**config.mk**
```make
export PLATFORM = sky130hd
export DESIGN_NAME = inst_fetch
export DESIGN_NICKNAME = d
export VERILOG_FILES = /design/src/rtl/inst_fetch.sv
export SDC_FILE = /design/constraint.sdc
export NUM_CORES = 1
export LEC_CHECK = 0
export ABC_AREA = 1
export BUFFER_PORTS_ARGS = -buffer_cell sky130_fd_sc_hd__clkbuf_2
export CELL_PAD_IN_SITES_DETAIL_PLACEMENT = 0
export CELL_PAD_IN_SITES_GLOBAL_PLACEMENT = 1
export CORE_ASPECT_RATIO = 0.6
export CORE_MARGIN = 4
export CORE_UTILIZATION = 32
export DETAILED_ROUTE_END_ITERATION = 10
export PLACE_DENSITY = 0.76
export RECOVER_POWER = 100
export SYNTH_ARGS = -nofsm -noshare
export SYNTH_HDL_FRONTEND = slang
export SYNTH_SLANG_ARGS = --single-unit
```
**constraint.sdc**
```tcl
create_clock -name clk -period 4.1 [get_ports clk]
set_clock_uncertainty 0.05 [all_clocks]
set_input_delay 0.205 -clock clk [delete_from_list [all_inputs] [get_ports clk]]
set_output_delay 0.205 -clock clk [all_outputs]
set_load 0.005 [all_outputs]
```
**src/rtl/inst_fetch.sv**
```systemverilog
// Instruction fetch stage: walks the pc through a one-outstanding instruction bus
//   and presents each fetched word to IF/ID. Latency: at least 3 cycles per instruction
//   (REQ, WAIT, VALID); the data-return cycle stretches WAIT. Backpressure: stop[0] holds VALID.
// Ports:
//   clk, rst          rising-edge clock, synchronous active-high reset
//   stop[5:0]         stall vector; bit 0 freezes fetch (bit 1 belongs to IF/ID, unused here)
//   branch_flag/_target  taken-branch pulse from ID plus its target
//   flush/new_pc      exception/eret redirect pulse plus its target (wins over branches)
//   inst_req/addr     request strobe and address toward the instruction bus
//   inst_addr_ok      request accepted; inst_data_ok/inst_rdata return the word
//   if_pc/if_inst     fetched pc/instruction, zero (bubble) outside VALID
//   stallreq_if       asks the stall controller to hold while no instruction is ready
module inst_fetch (
  input  logic        clk,
  input  logic        rst,
  input  logic [5:0]  stop,
  input  logic        branch_flag,
  input  logic [31:0] branch_target,
  input  logic        flush,
  input  logic [31:0] new_pc,
  output logic        inst_req,
  output logic [31:0] inst_addr,
  input  logic        inst_addr_ok,
  input  logic        inst_data_ok,
  input  logic [31:0] inst_rdata,
  output logic [31:0] if_pc,
  output logic [31:0] if_inst,
  output logic        stallreq_if
);

  typedef enum logic [1:0] {IDLE, REQ, WAIT, VALID} state_t;

  localparam logic [31:0] RESET_PC = 32'hBFC0_0000;

  state_t      state;
  logic [31:0] pc;
  logic        cancel;   // the outstanding bus response belongs to a flushed fetch
  logic        br_pend;  // branch seen before its delay slot reached VALID
  logic [31:0] br_tgt;

  // Only stop[0] concerns fetch; the IF/ID freeze bit is consumed downstream.
  logic unused_stop;
  assign unused_stop = ^stop[5:1];

  always_ff @(posedge clk) begin
    if (rst) begin
      state   <= IDLE;
      pc      <= RESET_PC;
      cancel  <= 1'b0;
      br_pend <= 1'b0;
      br_tgt  <= 32'h0;
      if_pc   <= 32'h0;
      if_inst <= 32'h0;
    end else begin
      case (state)
        IDLE: begin
          state <= REQ;
          if (flush) begin
            pc      <= new_pc;
            br_pend <= 1'b0;
          end else if (branch_flag) begin
            br_pend <= 1'b1;
            br_tgt  <= branch_target;
          end
        end

        REQ: begin
          if (flush) begin
            pc      <= new_pc;
            br_pend <= 1'b0;
            // The old address was already accepted: its data must be dropped.
            if (inst_addr_ok) begin
              state  <= WAIT;
              cancel <= 1'b1;
            end
          end else begin
            if (branch_flag) begin
              br_pend <= 1'b1;
              br_tgt  <= branch_target;
            end
            if (inst_addr_ok) state <= WAIT;
          end
        end

        WAIT: begin
          if (flush) begin
            pc      <= new_pc;
            br_pend <= 1'b0;
            if (inst_data_ok) begin
              cancel <= 1'b0;
              state  <= REQ;
            end else begin
              cancel <= 1'b1;
            end
          end else begin
            if (branch_flag) begin
              br_pend <= 1'b1;
              br_tgt  <= branch_target;
            end
            if (inst_data_ok) begin
              if (cancel) begin
                cancel <= 1'b0;
                state  <= REQ;
              end else begin
                if_pc   <= pc;
                if_inst <= inst_rdata;
                state   <= VALID;
              end
            end
          end
        end

        VALID: begin
          if (flush) begin
            pc      <= new_pc;
            br_pend <= 1'b0;
            if_pc   <= 32'h0;
            if_inst <= 32'h0;
            state   <= REQ;
          end else if (stop[0]) begin
            // Held: a branch resolved meanwhile is parked so the pulse is not lost.
            if (branch_flag) begin
              br_pend <= 1'b1;
              br_tgt  <= branch_target;
            end
          end else begin
            // The word leaving VALID is the delay slot of any branch seen so far.
            if (br_pend) begin
              pc      <= br_tgt;
              br_pend <= 1'b0;
            end else if (branch_flag) begin
              pc <= branch_target;
            end else begin
              pc <= pc + 32'd4;
            end
            if_pc   <= 32'h0;
            if_inst <= 32'h0;
            state   <= REQ;
          end
        end

        default: state <= IDLE;
      endcase
    end
  end

  // Moore decode of the registered state; if_pc/if_inst are cleared on every exit from VALID.
  assign inst_req    = (state == REQ);
  assign inst_addr   = pc;
  assign stallreq_if = (state != VALID);

endmodule

```
==> impl_metrics.tcl <==
set metrics [dict create \
    synth_area_sq_mm 0.006608 \
    worstPathArrival_ns 3.18 \
    place_congestion 0.9032 \
    grt_max_degree 79 \
    core_sq_mm 0.02012 \
    clk_pin_slew_ns 0.06 \
    min_path_type "in -> reg" \
    ys.flop_type "dfxtp_1" \
    cts_tree "done" \
    power.density_mw_per_mm2 414.7 \
    ant_nets 0 \
    via_per_inst 4.962 \
    timing.slew.headroom_pct 8.392 \
    place_ws_ns 1.587 \
    cts_sinks 132 \
    drt-pass1-iter-count 5 \
    synthCells 972 \
    first_global_vias 6854 \
    status "finished, final reports clean" \
    drive_above_1_share_pct 16.33 \
    timing.hold.ws_ns 0.01782 \
    clk_latency_ns 0.42 \
    wire_per_inst_um 16.76 \
    die_w_um 193.5 \
    maxCapViolCount 0 \
    drt_iter0_markers 496 \
    synth_edf_count 0 \
    synth_cell_types 30 \
    layout_setup_ws_ns 1.199 \
    ys_async_sr_fraction_pct 0 \
    syn_avg_cell_area_sq_um 6.798 \
    tns_ns 0 \
    critPathLaunchType "flop" \
    io_buffers 200 \
    irDropWorstVdd_uv 276.5 \
    grt_setup_unrepaired "false" \
    diodes 0 \
    postCtsSetupBuffers 0 \
    finalCriticalPeriod_ns 2.901 \
    clockBufferDepth 2 \
    dieHeight_um 119.3 \
    io_pins 206 \
    finalSetupViolCount 0 \
    die_area_sq_mm 0.02309 \
    floorplan.initialDensity_pct 32.84 \
    place_area_sq_mm 0.007705 \
    fin_area_sq_mm 0.008608 \
    dp_hpwl_um 17100 \
    antenna_found_initial 0 \
    nNetsFinal 1288 \
    yosysWarningCount 0 \
    ys_seq_area_share_pct 39.99 \
    worst_slew_pin_slew_ns 1.374 \
    wirelength_um 24490 \
    drc 0 \
    track_usage_pct 20.83 \
    cellLeakagePower_nw 3.533 \
    worstPathRequired_ns 4.38 \
    crit_path_max_fanout 64 \
    syn-num-nets 1085 \
    drv_slew 0 \
    num_rows 40 \
    post-route-period-util_pct 70.77 \
    fmax_mhz 344.7 \
    cts_root_buf "clkbuf_16" \
    crit_type "reg -> reg" \
    finalHoldViolCount 0 \
    via_count 7249 \
    grt_overflow 0 \
    grt_pass1_wl_um 38700 \
    synth_seq_cells 132 \
    cp-end-kind "flop" \
    areaGrowthSynthToFinish_pct 30.28 \
    cts_htree_levels 4 \
    cts_made_buffers 17 \
]
## cell type report
type / count / area, sq um
fillers: 2242 / 11510
multi-input cells: 712 / 3349
flip-flops and latches: 132 / 2643
repair buffers: 251 / 1391
clock buffers: 20 / 446.7
well taps: 273 / 341.6
inverters: 61 / 234.0
clock inverters: 12 / 202.7
## report_power, final
part           switching (mW)  internal [mW]
Sequential             0.0821           1.35
Combinational           0.259          0.174
Clock                   0.606           1.10
## layout by cell type, fill, tap and decap left out, types with 4 or more instances in the layout
cell,n
clkbuf_1,71
dfxtp_1,132
clkbuf_2,134
ha_1,5
bufinv_16,5
a21oi_1,188
inv_1,59
nand2_2,4
o211ai_1,6
buf_4,9
dlygate4sd3_1,37
xnor2_1,4
nand3_1,96
clkbuf_16,17
nand2_1,246
nor2_2,8
xor2_1,9
o21ai_0,60
nor2_1,67
a221oi_1,5
## worst paths after layout
kind,depth (start not counted),from,slack (ns),end
worst min-delay path,3,branch_target[2],0.02,br_tgt[2]
worst max register to register,10,state[0],1.20,if_pc[25]
worst max-delay path,10,state[0],1.20,if_pc[25]
worst min register to register,2,br_tgt[7],0.40,br_tgt[7]
## Yosys cell counts (all sizes together), types with 2 or more instances
master    n  share of area, %
nand3    96               7.3
dfxtp   132                40
o211ai    6              0.68
nor2     78               5.2
o21ai    61               4.7
clkbuf   35               2.0
nand2   251                15
ha        5              0.95
xor2      9               1.2
nand3b    2              0.23
xnor2     4              0.53
a21oi   190                15
inv      61               3.5
buf      32               3.5
a31oi     3              0.28
a221oi    5              0.66
## routing by layer
metal / vias to the layer above / track usage (%) / routed length (um)
li1: 3632 / - / -
met1: 3352 / 31.79 / 12600
met2: 252 / 29.84 / 9992
met3: 13 / 4.637 / 1686
met4: 0 / 4.244 / 203
met5: - / 0 / 0
## flip-flops by register name, summed over array words and instances, names as in the netlist
name and cells:
if_pc 32, state 2, br_tgt 32, cancel 1
inst_addr 32, if_inst 32, br_pend 1
## what timing repair did
item	in CTS	in global routing
gates resized for setup	0	0
hold endpoints to repair	37	0
hold buffers	37	0
## through the flow
| step | power, mW | std cells | utilization (%) |
|---|---|---|---|
| final | 3.570 | 1461 | 42.79 |
| after global routing | 3.716 | 1461 | 42.79 |
| after CTS | 3.607 | 1461 | 43.36 |
| after detailed placement | 1.869 | 1392 | 38.30 |
| after global placement | 1.867 | 1392 | 38.30 |
| after floorplan | 1.684 | 972 | - |
## worst max-delay path, stage by stage (launching register included)
cell      delay [ns]
dfxtp_1         0.41
ha_1            0.17
inv_1           0.07
nor2_1          0.41
nand2_1         0.11
nand2_1         0.11
inv_1           0.05
nand2_1         0.08
clkbuf_2        0.97
nand2_1         0.11
a21oi_1         0.21
## kinds of logic after synthesis
logic type	after synthesis	synth area share [%]
buffers and inverters	128	9.032
AND/OR/NAND/NOR	428	27.40
XOR/XNOR	13	1.723
flip-flops	132	39.99
adder cells (fa/ha/maj)	5	0.9468
AO/OA/AOI/OAI	266	20.91
No activity file was read; power rests on OpenSTA's default activity.
